File: src/rtl/lcd12864_pkg.sv
// rtl/lcd12864_pkg.sv - shared states, LCD command bytes, default timing and init helpers
package lcd12864_pkg;

  typedef enum logic [2:0] {
    ST_RST_LO   = 3'd0,
    ST_PWR_WAIT = 3'd1,
    ST_INIT     = 3'd2,
    ST_IDLE     = 3'd3,
    ST_SETUP    = 3'd4,
    ST_EN_HI    = 3'd5,
    ST_EXEC     = 3'd6
  } state_t;

  // ST7920 basic instruction set commands
  localparam logic [7:0] CMD_BASIC   = 8'h30;
  localparam logic [7:0] CMD_DISP_ON = 8'h0C;
  localparam logic [7:0] CMD_CLEAR   = 8'h01;
  localparam logic [7:0] CMD_ENTRY   = 8'h06;

  // DDRAM start address of each text row
  localparam logic [7:0] ROW0 = 8'h80;
  localparam logic [7:0] ROW1 = 8'h90;
  localparam logic [7:0] ROW2 = 8'h88;
  localparam logic [7:0] ROW3 = 8'h98;

  // Default cycle counts for the 50 MHz board clock
  localparam int SETUP_CYC_DEF = 2;
  localparam int EN_CYC_DEF    = 12;
  localparam int EXEC_CYC_DEF  = 3600;
  localparam int CLR_CYC_DEF   = 80000;
  localparam int RST_CYC_DEF   = 50000;
  localparam int PWR_CYC_DEF   = 2000000;

  // Number of bytes in the built-in controller init sequence
  localparam int INIT_LEN = 5;

  function automatic int max_int(input int a, input int b);
    return (a > b) ? a : b;
  endfunction

  // The clear command needs the long execution wait
  function automatic logic is_clear(input logic rs, input logic [7:0] data);
    return (!rs) && (data == CMD_CLEAR);
  endfunction

  // Controller init sequence, all sent with rs=0
  function automatic logic [7:0] init_byte(input logic [2:0] idx);
    case (idx)
      3'd0:    return CMD_BASIC;
      3'd1:    return CMD_BASIC;
      3'd2:    return CMD_DISP_ON;
      3'd3:    return CMD_CLEAR;
      default: return CMD_ENTRY;
    endcase
  endfunction

endpackage

File: src/rtl/lcd12864_delay_cnt.sv
// rtl/lcd12864_delay_cnt.sv - loadable down-counter with zero flag for LCD bus timing
module lcd12864_delay_cnt #(
  parameter int              W         = 8,
  parameter logic [W-1:0]    RESET_VAL = '0
) (
  input  logic         clk,
  input  logic         rst_n,
  input  logic         load,
  input  logic [W-1:0] load_val,
  output logic         done
);

  logic [W-1:0] cnt;

  // Load wins; otherwise count down and park at zero so the counter never wraps
  always_ff @(posedge clk or negedge rst_n) begin
    if (!rst_n) begin
      cnt <= RESET_VAL;
    end else if (load) begin
      cnt <= load_val;
    end else if (cnt != '0) begin
      cnt <= cnt - 1'b1;
    end
  end

  assign done = (cnt == '0);

endmodule

File: src/rtl/lcd12864_bus_writer.sv
// rtl/lcd12864_bus_writer.sv - ST7920 8-bit parallel byte writer; optional init sequence via LCD12864_INIT_SEQ_EN
module lcd12864_bus_writer
  import lcd12864_pkg::*;
#(
  parameter int SETUP_CYC = SETUP_CYC_DEF,
  parameter int EN_CYC    = EN_CYC_DEF,
  parameter int EXEC_CYC  = EXEC_CYC_DEF,
  parameter int CLR_CYC   = CLR_CYC_DEF,
  parameter int RST_CYC   = RST_CYC_DEF,
  parameter int PWR_CYC   = PWR_CYC_DEF
) (
  input  logic       clk,
  input  logic       rst_n,
  input  logic       in_valid,
  output logic       in_ready,
  input  logic       in_rs,
  input  logic [7:0] in_data,
  output logic       init_done,
  output logic       lcd_rs,
  output logic       lcd_rw,
  output logic       lcd_en,
  output logic [7:0] lcd_dat,
  output logic       lcd_rst,
  output logic       lcd_psb
);

  localparam int MAX_CYC = max_int(max_int(max_int(SETUP_CYC, EN_CYC), max_int(EXEC_CYC, CLR_CYC)),
                                   max_int(RST_CYC, PWR_CYC));
  localparam int CNT_W   = $clog2(MAX_CYC + 1);

  // A state that lasts N edges loads N-1 on its entry edge and leaves on the edge that sees zero
  localparam logic [CNT_W-1:0] LD_SETUP = CNT_W'(SETUP_CYC - 1);
  localparam logic [CNT_W-1:0] LD_EN    = CNT_W'(EN_CYC - 1);
  localparam logic [CNT_W-1:0] LD_EXEC  = CNT_W'(EXEC_CYC - 1);
  localparam logic [CNT_W-1:0] LD_CLR   = CNT_W'(CLR_CYC - 1);
  localparam logic [CNT_W-1:0] LD_RST   = CNT_W'(RST_CYC - 1);
  localparam logic [CNT_W-1:0] LD_PWR   = CNT_W'(PWR_CYC - 1);

  state_t             state;
  logic               accept;
  logic               cnt_load;
  logic [CNT_W-1:0]   cnt_val;
  logic               cnt_done;

`ifdef LCD12864_INIT_SEQ_EN
  logic [2:0]         init_idx;
`endif

  assign accept  = in_valid && in_ready;
  assign lcd_rw  = 1'b0;
  assign lcd_psb = 1'b1;

  // Starts in reset preloaded with the lcd_rst low time so RST_LO needs no entry edge
  lcd12864_delay_cnt #(
    .W         (CNT_W),
    .RESET_VAL (LD_RST)
  ) u_delay (
    .clk      (clk),
    .rst_n    (rst_n),
    .load     (cnt_load),
    .load_val (cnt_val),
    .done     (cnt_done)
  );

  // Reload the shared delay counter on every state transition with the next state's length
  always_comb begin
    cnt_load = 1'b0;
    cnt_val  = '0;
    case (state)
      ST_RST_LO: begin
        cnt_load = cnt_done;
        cnt_val  = LD_PWR;
      end
      ST_PWR_WAIT: begin
        cnt_load = cnt_done;
        cnt_val  = LD_SETUP;
      end
      ST_IDLE: begin
        cnt_load = accept;
        cnt_val  = LD_SETUP;
      end
      ST_INIT, ST_SETUP: begin
        cnt_load = cnt_done;
        cnt_val  = LD_EN;
      end
      ST_EN_HI: begin
        cnt_load = cnt_done;
        cnt_val  = is_clear(lcd_rs, lcd_dat) ? LD_CLR : LD_EXEC;
      end
      ST_EXEC: begin
        cnt_load = cnt_done;
        cnt_val  = LD_SETUP;
      end
      default: begin
        cnt_load = 1'b0;
        cnt_val  = '0;
      end
    endcase
  end

  // Bus sequencing FSM; all LCD-side outputs are registered here
  always_ff @(posedge clk or negedge rst_n) begin
    if (!rst_n) begin
      state     <= ST_RST_LO;
      in_ready  <= 1'b0;
      init_done <= 1'b0;
      lcd_rs    <= 1'b0;
      lcd_en    <= 1'b0;
      lcd_dat   <= 8'h00;
      lcd_rst   <= 1'b0;
`ifdef LCD12864_INIT_SEQ_EN
      init_idx  <= 3'd0;
`endif
    end else begin
      case (state)
        ST_RST_LO: begin
          if (cnt_done) begin
            lcd_rst <= 1'b1;
            state   <= ST_PWR_WAIT;
          end
        end

        ST_PWR_WAIT: begin
          if (cnt_done) begin
`ifdef LCD12864_INIT_SEQ_EN
            // First init byte is latched here; INIT then plays the role of SETUP
            lcd_rs   <= 1'b0;
            lcd_dat  <= init_byte(3'd0);
            init_idx <= 3'd1;
            state    <= ST_INIT;
`else
            in_ready  <= 1'b1;
            init_done <= 1'b1;
            state     <= ST_IDLE;
`endif
          end
        end

        ST_IDLE: begin
          if (accept) begin
            lcd_rs   <= in_rs;
            lcd_dat  <= in_data;
            in_ready <= 1'b0;
            state    <= ST_SETUP;
          end
        end

        ST_INIT, ST_SETUP: begin
          if (cnt_done) begin
            lcd_en <= 1'b1;
            state  <= ST_EN_HI;
          end
        end

        ST_EN_HI: begin
          if (cnt_done) begin
            lcd_en <= 1'b0;
            state  <= ST_EXEC;
          end
        end

        ST_EXEC: begin
          if (cnt_done) begin
`ifdef LCD12864_INIT_SEQ_EN
            // Before init_done every EXEC belongs to the init sequence
            if (!init_done && (init_idx != 3'(INIT_LEN))) begin
              lcd_rs   <= 1'b0;
              lcd_dat  <= init_byte(init_idx);
              init_idx <= init_idx + 3'd1;
              state    <= ST_INIT;
            end else begin
              in_ready  <= 1'b1;
              init_done <= 1'b1;
              state     <= ST_IDLE;
            end
`else
            in_ready <= 1'b1;
            state    <= ST_IDLE;
`endif
          end
        end

        default: begin
          state <= ST_RST_LO;
        end
      endcase
    end
  end

endmodule
File: config.mk
export PLATFORM = sky130hd
export DESIGN_NAME = lcd12864_bus_writer
export DESIGN_NICKNAME = d
export VERILOG_FILES = /design/src/rtl/lcd12864_pkg.sv /design/src/rtl/lcd12864_delay_cnt.sv /design/src/rtl/lcd12864_bus_writer.sv
export SDC_FILE = /design/constraint.sdc
export NUM_CORES = 1
export LEC_CHECK = 0
export BUFFER_PORTS_ARGS = -buffer_cell sky130_fd_sc_hd__buf_2
export CORE_MARGIN = 4
export CORE_UTILIZATION = 50
export DETAILED_ROUTE_END_ITERATION = 8
export MAX_ROUTING_LAYER = met4
export PLACE_DENSITY = 0.72
export SYNTH_ARGS = -nofsm -noshare
export SYNTH_HDL_FRONTEND = slang
export SYNTH_SLANG_ARGS = --single-unit
File: constraint.sdc
create_clock -name clk -period 2.3 [get_ports clk]
set_clock_uncertainty 0.05 [all_clocks]
set_input_delay 0.345 -clock clk [delete_from_list [all_inputs] [get_ports clk]]
set_output_delay 0.345 -clock clk [all_outputs]
set_load 0.02 [all_outputs]
* Word level (Yosys, flattened, before mapping)
Cells that the tools add are included.
W data, S select, Z words.
** Storage, ports and cells
- Word-level logic and storage cells :: 56
- Bits in registers :: 37
- Output and inout port bits :: 15
- Input port bits :: 12
** Operators by class
- $add $sub $neg :: 1
- Eq/ne operators :: 12
- Reduce and logical (&&, ||, !) cells :: 19
- Muxes and demuxes :: 16
** Operator list (count)
- $pmux W21 S4 :: 1
- $mux W21 :: 2
- $logic_not A21 Y1 :: 1
- $reduce_bool A21 Y1 :: 1
- $sub A21 B1 Y21 const B :: 1
- $mux W17 :: 1
- $mux W3 :: 5
- $pmux W3 S5 :: 1
- $eq A3 B3 Y1 const B :: 3
- $eq A8 B1 Y1 const B :: 1
- $ne A2 B2 Y1 const B :: 4
- $eq A3 B2 Y1 const B :: 2
- $pmux W1 S2 :: 3
- $reduce_and A2 Y1 :: 3
- $reduce_and A3 Y1 :: 2
- $reduce_bool A2 Y1 :: 3
- $reduce_or A6 Y1 :: 1
- $reduce_and A5 Y1 :: 1
- $reduce_or A2 Y1 :: 2
- $eq A3 B1 Y1 const B :: 1
- $logic_not A3 Y1 :: 1
- $mux W1 :: 3
- $reduce_or A3 Y1 :: 1
- $logic_and A1 B1 Y1 :: 2
- other kinds (2) :: 2

* Logic depth before layout (Yosys ltp)
Gate-level depths: netlist of the first run.
- Depth after elaboration :: 5
- Gate-level depth with buffers :: 9
- Depth with buffers taken out :: 7

* Modules after synthesis
Synthesis of the first run repeated with hierarchy kept, for this count alone.
** Second synthesis, totals
- Cells, all modules :: 209
- Area, all modules :: 2139.6 µm²
** Modules (own cells, without submodules)
- lcd12864_delay_cnt :: area an instance 1308.8 µm², cells an instance 129, times used 1, sequential area each 536.8 µm²
- lcd12864_bus_writer :: area an instance 830.8 µm², cells an instance 80, times used 1, sequential area each 400.4 µm²

* Worst setup path after synthesis of the first run
No wires, ideal clock.
- Path kind :: reg-to-reg
- Start :: reg u_delay.cnt[0]
- End :: reg u_delay.cnt[11]
- Period minus slack after synthesis :: 2.175 ns
- Arrival time :: 2.007 ns
- Stages on the path, launching flop included :: 10
- Path slack :: 0.125 ns
- Required time :: 2.132 ns
- Buffers on the path :: 2
- Library setup time :: 0.118 ns
- Cell sequence :: dfstp_2 -> inv_1 -> ha_1 -> or3b_2 -> nor3_4 -> and4_1 -> buf_4 -> nor2_2 -> buf_2 -> a21o_1
** On the way
- Word-level cells in the longest chain between the ends :: 3
- Elaborated cells on any way between the ends :: 7
- Those cells by class :: add/sub: 1; mux: 3; reduce/logical: 3
** Ends and longest elaborated chain
- start, declared :: RTL line lcd12864_delay_cnt.sv:13 : logic [W-1:0] cnt;
- start signal, assigned :: RTL line lcd12864_delay_cnt.sv:20 : cnt <= load_val;
- start signal, assigned :: RTL line lcd12864_delay_cnt.sv:22 : cnt <= cnt - 1'b1;
- $sub A21 B1 Y21 or $logic_not A21 Y1 (tied branches) :: RTL line lcd12864_delay_cnt.sv:22, lcd12864_delay_cnt.sv:26
- $mux W21 or $pmux W1 S2 (tied branches) :: RTL line lcd12864_delay_cnt.sv:21, lcd12864_bus_writer.sv:69
- $mux W21 or $reduce_bool A2 Y1 (tied branches)
Several ways; a longest one is shown, not always the timed one. The select of a mux whose other input is x is not followed.
A chain may end at the register's enable or synchronous reset.

* Worst setup path in the final report of the first run
- Start :: reg u_delay.cnt[0]
- End :: reg u_delay.cnt[10]
Same word-level chain as after synthesis.

==> results of run 1 <==
repair_timing:
action / in CTS / in global routing
endpoints found under the setup margin: 0 / 19
buffers inserted: 0 / 0
gates resized for setup: 0 / 5
routing by layer:
layer	vias to the layer above	routed length, um
met3	6	227
li1	860	-
met2	47	2080
met4	0	46
met1	812	2130
met5	-	0
cells in the mapped netlist, drive strengths merged:
library cell	instances	area, um^2
nand2	40	150
dfrtp	28	701
a21oi	20	104
nor2	18	70.1
nor3	10	61.3
xnor2	10	87.6
dfstp	9	236
o21ai	8	40.0
clkbuf	7	26.3
nor4	7	56.3
inv	6	22.5
a211oi	5	42.5
nand4	5	37.5
or4	5	46.3
buf	4	27.5
or3	4	31.3
xor2	4	35.0
a31oi	3	18.8
nand3	3	15.0
nor2b	3	18.8
a21o	2	15.0
and3	2	12.5
conb	2	7.51
ha	2	25.0
mux2i	2	20.0
o21bai	2	15.0
o22ai	2	12.5
a211o	1	8.76
a221oi	1	8.76
a311o	1	10.0
a31o	1	8.76
and3b	1	8.76
and4	1	8.76
and4b	1	10.0
mux2	1	11.3
nand2b	1	6.26
nand3b	1	7.51
nor3b	1	7.51
o311ai	1	8.76
or3b	1	8.76
area by class of cell:
type	count	area share [%]
inverters	6	0.946
clock buffers	5	2.89
repair buffers	36	8.83
well taps	50	2.63
flip-flops and latches	37	39.4
clock inverters	3	0.946
multi-input cells	172	44.4
power by group:
part           total (mW)  internal [mW]  switching [mW]  leakage, nW
sequential           1.14          0.890           0.250        0.444
combinational       0.776          0.348           0.428        0.568
clock               0.460          0.212           0.248       0.0364
total                2.38           1.45           0.926         1.05
kinds of logic (layout without fill, tap and decap cells):
| family | count (synthesis) | count (layout) |
|---|---|---|
| AO/OA/AOI/OAI | 47 | 47 |
| XOR/XNOR | 14 | 14 |
| adder cells (fa/ha/maj) | 2 | 2 |
| buffers and inverters | 17 | 50 |
| flip-flops | 37 | 37 |
| multiplexers | 3 | 3 |
| other | 2 | 2 |
| AND/OR/NAND/NOR | 104 | 104 |
registers in the layout (all words and copies together), names as in the netlist:
register     cells
lcd_rs           1
lcd_dat          8
u_delay.cnt     21
in_ready         1
lcd_en           1
init_done        1
state            3
lcd_rst          1
critical path: cells and delay by family, from the launching register on:
kind,cells,cell delay (ns)
adder cells (fa/ha/maj),1,0.21
buffers and inverters,1,0.05
flip-flops,1,0.56
multiplexers,1,0.24
AND/OR/NAND/NOR,4,1.00
path summary, 6_finish.rpt:
check,end,slack (ns),depth (start not counted)
max,u_delay.cnt[10],0.12,7
max in group asynchronous,lcd_dat[0],1.60,1
min,u_delay.cnt[12],0.09,1
min reg2reg,init_done,0.42,1
min in group clk,lcd_dat[4],0.19,3
max reg2reg,u_delay.cnt[10],0.12,7
==> results.txt, run 1 <==
slowest CP cell: dfstp_2
DP Area: 2270 um^2
max incr delay on CP: 0.56 ns
Worst EP required: 2.47 ns
post-synthesis register bit count: 37
flip-flop and latch area: 937 um^2
crit path cell chain: inv_1 -> ha_1 -> or3b_4 -> nor3_4 -> and4_4 -> nor2_2 -> mux2i_1
crit share post-route: 94.6%
Via density: 5.58
CP startpoint kind: register
worst min path class: in -> async
fmax: 459 MHz
CP Class: reg -> reg
Post-Synth Simple-Gate Area: 27.2%
area added between synthesis and finish: 16.2%
Post-Synthesis Cell Area: 2050 um^2
Row Count: 23
Layout Nets: 272
Worst Setup Slack, final: 0.123 ns
Worst Setup End Kind: register
CTS Buf Count: 5
leading cell types in the layout, fill and taps excluded: nand2_1 (40), dfrtp_1 (28), buf_2 (24)
Max FO, Critical Path: 11
Placed Cells incl. Taps: 301
number of DRC markers in iteration 0: 90
post-synthesis compound-gate area fraction: 14.3%
syn nets: 240
mux share of post-synthesis cell area: 1.53%
worst hold slack: 0.0920 ns
combinational family with the most area after synthesis: simple AND/OR/NAND/NOR gates
number of global-route vias before repair: 1643
post-route ant nets: 0
Post-Syn Instances: 226
met2 usage: 27.8%
first-pass GRT wire length: 7.53 mm
initial antenna violation count: 0
CP startpoint: u_delay.cnt[0]
synthesized area per cell: 9.07 um^2
GR Overflow Total: 0
most common cell after layout, fill and taps aside: nand2_1
peak supply drop: 0.000601 V
Num Clock Sinks: 37
Multi-input gate area: 1060 um^2
Syn. warnings: 0
Unique masters post-synth: 52
met3 Use GR: 4.16%
DIE WIDTH: 72.0 um
minimum clock period: 2.18 ns
Placer Congestion: 0.851
fillcell total: 345
endpoints failing hold: 0
Post-Synth XOR/XNOR Area: 5.98%
Pwr Total: 2.38 mW
Via Count: 1725
pwr/cell area: 998 nW/um^2
# diodes: 0
status: finished clean
share of layout cells above drive strength 1: 27.4%
Die Y: 72.0 um
DR pass1 iterations: 4
CTS root buf: clkbuf_8
H-tree lvl count: 2
Slew Viols, Final: 0
largest net degree at the start of global routing: 38
DRC errors left: 0
Die Area: 5190 um^2
final setup violating endpoints: 0
Rel. slew slack: 45.9%
CP Data Arrival Time: 2.34 ns
register area share after synthesis: 45.7%
dpl ws: 0.0584 ns
Max Cap Violations: 0
Worst-path clk slew: 0.08 ns
RSZ-0062 raised after global routing: no
leakage: 1.05 nW
Fin Setup TNS: 0 ns
Synth Area in Adders: 1.22%
met1 usage: 26.5%
Total GRT Usage: 18.9%
IO buf count: 24
Ports: 27
CTS max path bufs: 2
drt wl/cell: 14.5 um
Util after Layout: 60.0%
GR peak layer: met2
final WL: 4.48 mm
core area: 3970 um^2
clk_lat worst skew: 0.29 ns
Initial Util: 51.6%
fin area: 2380 um^2
non-filler cells in the finished layout: 309
CTS tree: done
DP HPWL: 3.32 mm
reg2reg start: u_delay.cnt[0]
Worst-Margin Slew: 0.812 ns
hold buffers post-CTS: 0
Note: power is estimated with default switching activity, not from simulation.
==> run 2, diff against run 1 <==
--- a/config.mk
+++ b/config.mk
@@ -10,4 +10,5 @@
 export CORE_UTILIZATION = 50
 export DETAILED_ROUTE_END_ITERATION = 8
+export GPL_TIMING_DRIVEN = 0
 export MAX_ROUTING_LAYER = met4
 export PLACE_DENSITY = 0.72
==> constraint.sdc (replaced) <==
create_clock -name clk -period 2.3 [get_ports clk]
set_clock_uncertainty 0.05 [all_clocks]
set_input_delay 0.23 -clock clk [delete_from_list [all_inputs] [get_ports clk]]
set_output_delay 0.23 -clock clk [all_outputs]
set_load 0.02 [all_outputs]
==> run 2 against run 1 <==
Effect of this change:
- the flow now finishes with violations (negative hold slack)
- largest cell class unchanged
- highest routed layer unchanged
- utilization increased by 1.2 points
- non-clock buffer count increased by 6
- critical path type unchanged
- clock-buffer cell count increased by 2
- first-iteration DRC count increased by 39%
- largest power group unchanged
- routed wire length increased by 4.5%
==> results.txt, run 2 (synthesis results as in run 1) <==
initial antenna violation count: 0 (unchanged)
worst r2r path cells: 7 (unchanged)
Fin Setup TNS: 0 ns (unchanged)
Worst Setup End Kind: register (unchanged)
clk_lat worst skew: 0.29 ns (about the same)
Ports: 27 (unchanged)
CTS tree: done (unchanged)
Die Y: 72.0 um (unchanged)
Die Area: 5190 um^2 (unchanged)
GR Overflow Total: 0 (unchanged)
DRC errors left: 0 (unchanged)
drt wl/cell: 14.9 um (was 14.5 um)
# diodes: 0 (unchanged)
Max FO, Critical Path: 6 (was 11)
most common cell after layout, fill and taps aside: nand2_1 (unchanged)
Layout Nets: 278 (was 272)
reg2reg start: u_delay.cnt[7] (was u_delay.cnt[0])
Initial Util: 51.6% (unchanged)
R2R Path End: u_delay.cnt[11] (was u_delay.cnt[10])
DR pass1 iterations: 4 (unchanged)
Slew Viols, Final: 0 (unchanged)
Placer Congestion: 0.911 (was 0.851)
failing checks: negative hold slack
non-filler cells in the finished layout: 315 (was 309)
Worst-path clk slew: 0.07 ns (was 0.08 ns)
R2R setup slack: 0.12 ns (about the same)
Largest register FFs: 21 (unchanged)
Row Count: 23 (unchanged)
Via Count: 1789 (was 1725)
worst hold slack: -0.0238 ns (was 0.0920 ns)
largest net degree at the start of global routing: 38 (unchanged)
number of global-route vias before repair: 1721 (was 1643)
final setup violating endpoints: 0 (unchanged)
Num Clock Sinks: 37 (unchanged)
post-route ant nets: 0 (unchanged)
P_sw: 0.913 mW (was 0.926 mW)
number of DRC markers in iteration 0: 125 (was 90)
Internal: 1.51 mW (was 1.45 mW)
endpoints failing hold: 28 (was 0)
Most flops, register: u_delay.cnt (unchanged)
CP Class: reg -> reg (unchanged)
combinational power share: 32.1% (was 32.6%)
crit share post-route: 95.0% (was 94.6%)
CTS Buf Count: 5 (unchanged)
final WL: 4.69 mm (was 4.48 mm)
Worst-Margin Slew: 0.847 ns (was 0.812 ns)
peak supply drop: 0.000492 V (was 0.000601 V)
fmax: 458 MHz (was 459 MHz)
CP Data Arrival Time: 2.32 ns (was 2.34 ns)
worst min path class: in -> async (unchanged)
leading cell types in the layout, fill and taps excluded: nand2_1 (40), dfrtp_1 (28), buf_2 (26) (was nand2_1 (40), dfrtp_1 (28), buf_2 (24))
first-pass GRT wire length: 8.00 mm (was 7.53 mm)
Worst Setup Slack, final: 0.116 ns (was 0.123 ns)
DIE WIDTH: 72.0 um (unchanged)
pwr/cell area: 998 nW/um^2 (about the same)
CTS max path bufs: 2 (unchanged)
dpl ws: -0.251 ns (was 0.0584 ns)
Max Cap Violations: 0 (unchanged)
top flop regs: u_delay.cnt: 21 flops, lcd_dat: 8 flops, state: 3 flops (unchanged)
Worst EP required: 2.44 ns (was 2.47 ns)
Pwr Total: 2.42 mW (was 2.38 mW)
Clock Power Share: 20.9% (was 19.4%)
leakage: 1.08 nW (was 1.05 nW)
area added between synthesis and finish: 18.5% (was 16.2%)
IO buf count: 24 (unchanged)
Rel. slew slack: 43.1% (was 45.9%)
minimum clock period: 2.18 ns (about the same)
core area: 3970 um^2 (unchanged)
DP HPWL: 3.19 mm (was 3.32 mm)
part of the power in registers: 47.0% (was 48.0%)
H-tree lvl count: 2 (unchanged)
Via density: 5.68 (was 5.58)
Total GRT Usage: 20.4% (was 18.9%)
CP startpoint kind: register (unchanged)
Placed Cells incl. Taps: 300 (was 301)
share of layout cells above drive strength 1: 27.5% (was 27.4%)
CTS root buf: clkbuf_8 (unchanged)
status: finished, violations left (was finished clean)
switch share: 37.7% (was 39.0%)
==> run 2: cell count changes in the layout (fill, tap and decap cells not counted), sizes merged <==
| cell | previous run | this run |
|---|---|---|
| clkinv | 0 | 1 |
| clkbuf | 5 | 12 |
| buf | 36 | 37 |
| clkinvlp | 3 | 0 |
==> run 2: critical path, stage by stage, from the launching register on <==
cell     delay, ns
dfrtp_1       0.42
or4_1         0.52
nor2_1        0.31
and4_1        0.26
buf_6         0.12
nor2_2        0.06
buf_6         0.18
a21o_1        0.14
==> run 2: cell type report <==
cell class / instances / area (um^2)
Clock inverter: 1 / 5.00
Inverter: 6 / 22.5
Fill cell: 327 / 1540
Timing Repair Buffer: 32 / 178
Sequential cell: 37 / 937
Tap cell: 50 / 62.6
Clock buffer: 7 / 96.3
Multi-Input combinational cell: 172 / 1060
Buffer: 10 / 62.6
==> run 2: per-stage QoR <==
step	cell area, um^2	util (%)	hold slack (ns)
6_report	2430	61.2	-0.0238
5_1_grt	2430	61.2	0.0372
4_1_cts	2380	59.8	0.00462
3_5_place_dp	2230	56.2	0.319
3_3_place_gp	2230	56.2	0.321
2_1_floorplan	2050	-	-0.116
==> run 2: what timing repair did <==
item,in CTS,in global routing
hold buffers,0,0
endpoints found under the setup margin,22,21
buffers inserted,2,5
resized for setup,7,6
gates cloned,0,1
pin swaps,1,4
==> run 2: worst max path at each step <==
stage,from,to,slack [ns],cells after the start
after floorplan,u_delay.cnt[0],u_delay.cnt[11],0.13,9
after global placement,u_delay.cnt[0],u_delay.cnt[13],-0.24,8
after detailed placement,u_delay.cnt[0],u_delay.cnt[13],-0.25,8
after CTS,state[1],u_delay.cnt[17],0.01,7
after global routing,u_delay.cnt[0],u_delay.cnt[7],-0.01,8
final,u_delay.cnt[7],u_delay.cnt[11],0.12,7
==> run 2: layer usage <==
metal	GRT usage, %	up-vias	part of all wire, %
met5	-	-	0
met4	7.10	0	2.1
met3	4.57	10	5.4
met2	31.3	54	47
met1	26.8	844	46
li1	-	881	-
==> run 2: power by group through the flow <==
stage / clock, mW / sequential [mW] / combinational, mW
finish: 0.507 / 1.14 / 0.778
global route: 0.544 / 1.18 / 0.878
CTS: 0.513 / 1.13 / 0.752
detailed placement: 0 / 1.12 / 0.750
global placement: 0 / 1.12 / 0.737
floorplan: 0 / 1.13 / 0.536
==> run 3, diff against run 2 <==
HOLD_SLACK_MARGIN = 0.08   (was unset)
==> run 3 against run 2 <==
Effect of this change:
- the run now ends clean
- non-clock buffer count increased by 7
- clock power shrank 1%
- cell area up 2.9%
- worst hold slack improved by 0.11 ns
- cell count increased by 2.2%
- first-iteration DRC count shrank 17%
- clock-buffer cell count unchanged
- largest cell class unchanged
==> results.txt, run 3 (synthesis results as in run 1) <==
DRC errors left: 0 (unchanged)
Placer Congestion: 0.911 (unchanged)
Initial Util: 51.6% (unchanged)
area added between synthesis and finish: 21.9% (was 18.5%)
largest net degree at the start of global routing: 38 (unchanged)
post-route ant nets: 0 (unchanged)
Largest register FFs: 21 (unchanged)
Most flops, register: u_delay.cnt (unchanged)
Slew Viols, Final: 0 (unchanged)
CTS root buf: clkbuf_8 (unchanged)
CP startpoint kind: register (unchanged)
minimum clock period: 2.19 ns (was 2.18 ns)
number of global-route vias before repair: 1775 (was 1721)
pwr/cell area: 972 nW/um^2 (was 998 nW/um^2)
leading cell types in the layout, fill and taps excluded: nand2_1 (40), dfrtp_1 (28), buf_2 (26) (unchanged)
CP Class: reg -> reg (unchanged)
Die Y: 72.0 um (unchanged)
worst min path class: in -> reg (was in -> async)
endpoints failing hold: 0 (was 28)
final WL: 4.78 mm (was 4.69 mm)
status: finished clean (was finished, violations left)
Max FO, Critical Path: 6 (unchanged)
Fin Setup TNS: 0 ns (unchanged)
number of DRC markers in iteration 0: 104 (was 125)
Ports: 27 (unchanged)
GR Overflow Total: 0 (unchanged)
final setup violating endpoints: 0 (unchanged)
clk_lat worst skew: 0.29 ns (about the same)
fmax: 457 MHz (was 458 MHz)
CTS max path bufs: 2 (unchanged)
Worst-path clk slew: 0.07 ns (about the same)
DR pass1 iterations: 4 (unchanged)
core area: 3970 um^2 (unchanged)
CTS tree: done (unchanged)
Via density: 5.63 (was 5.68)
Worst EP required: 2.44 ns (about the same)
DP HPWL: 3.19 mm (unchanged)
# diodes: 0 (unchanged)
initial antenna violation count: 0 (unchanged)
Max Cap Violations: 0 (unchanged)
met2 usage: 32.7% (was 31.3%)
leakage: 1.11 nW (was 1.08 nW)
top flop regs: u_delay.cnt: 21 flops, lcd_dat: 8 flops, state: 3 flops (unchanged)
Layout Nets: 285 (was 278)
IO buf count: 24 (unchanged)
most common cell after layout, fill and taps aside: nand2_1 (unchanged)
Die Area: 5190 um^2 (unchanged)
first-pass GRT wire length: 8.20 mm (was 8.00 mm)
CP most frequent cell: buf_6 (unchanged)
Rel. slew slack: 42.6% (was 43.1%)
DIE WIDTH: 72.0 um (unchanged)
fillcell total: 320 (was 327)
max incr delay on CP: 0.52 ns (about the same)
slowest CP cell: or4_1 (unchanged)
share of layout cells above drive strength 1: 26.8% (was 27.5%)
met3 Use GR: 4.43% (was 4.57%)
CTS Buf Count: 5 (unchanged)
met1 usage: 27.2% (was 26.8%)
Total GRT Usage: 20.9% (was 20.4%)
Num Clock Sinks: 37 (unchanged)
worst hold slack: 0.0881 ns (was -0.0238 ns)
crit path cell chain: or4_1 -> nor2_1 -> and4_1 -> buf_6 -> nor2_2 -> buf_6 -> a21o_1 (unchanged)
CP Data Arrival Time: 2.32 ns (about the same)
peak supply drop: 0.000497 V (was 0.000492 V)
GR peak layer: met2 (unchanged)
Via Count: 1813 (was 1789)
Row Count: 23 (unchanged)
crit share post-route: 95.1% (was 95.0%)
Worst-Margin Slew: 0.855 ns (was 0.847 ns)
Worst Setup End Kind: register (unchanged)
drt wl/cell: 14.9 um (about the same)
H-tree lvl count: 2 (unchanged)
[run 3: worst paths after layout]
path,start,to,slack [ns],cells past startpoint
min in group asynchronous,rst_n,u_delay.cnt[13],0.52,2
max in group asynchronous,rst_n,u_delay.cnt[20],1.16,2
max reg2reg,u_delay.cnt[7],u_delay.cnt[11],0.11,7
max,u_delay.cnt[7],u_delay.cnt[11],0.11,7
min reg2reg,init_done,init_done,0.42,1
min,in_data[3],lcd_dat[3],0.09,3
[run 3: layout make-up]
| cell class | count | area [um^2] | share of cell area, % |
|---|---|---|---|
| Clock buffer | 7 | 96.3 | 3.86 |
| Inverter | 6 | 22.5 | 0.901 |
| Multi-Input combinational cell | 172 | 1060 | 42.6 |
| Timing Repair Buffer | 39 | 248 | 9.91 |
| Buffer | 10 | 62.6 | 2.50 |
| Sequential cell | 37 | 937 | 37.5 |
| Clock inverter | 1 | 5.00 | 0.200 |
| Tap cell | 50 | 62.6 | 2.50 |
[run 3: per-stage QoR]
stage	std cells	setup WS [ns]	utilization [%]	power (mW)	area [um^2]
after global placement	300	-0.243	56.2	1.85	2230
after floorplan	226	0.125	-	1.66	2050
after detailed placement	300	-0.251	56.2	1.87	2230
after global routing	322	-0.0134	62.9	2.61	2500
after CTS	316	0.0106	61.6	2.41	2450
final	322	0.113	62.9	2.43	2500
[run 3: layer usage]
layer  up-vias  routed length [um]
li1        893                   -
met1       853                2100
met2        56                2280
met3        11                 305
met4         0                  98
met5         -                   0
[run 3: worst max-delay path, delay by kind of cell, from the launching register on]
family | cells | cell delay [ns]
simple gates | 4 | 1.15
flops | 1 | 0.42
buf+inv | 2 | 0.30
compound gates | 1 | 0.14
[run 3: power breakdown]
part / internal (mW) / leakage [nW] / switching [mW]
combinational: 0.356 / 0.610 / 0.431
sequential: 0.891 / 0.444 / 0.247
clock: 0.271 / 0.0542 / 0.232
[run 3: what timing repair did]
item,CTS,global route
buffers inserted,2,5
pin swaps,1,4
gates cloned,0,1
endpoints found under the setup margin,22,21
endpoints found under the hold margin,34,0
hold buffers,7,0
gates resized for setup,7,6
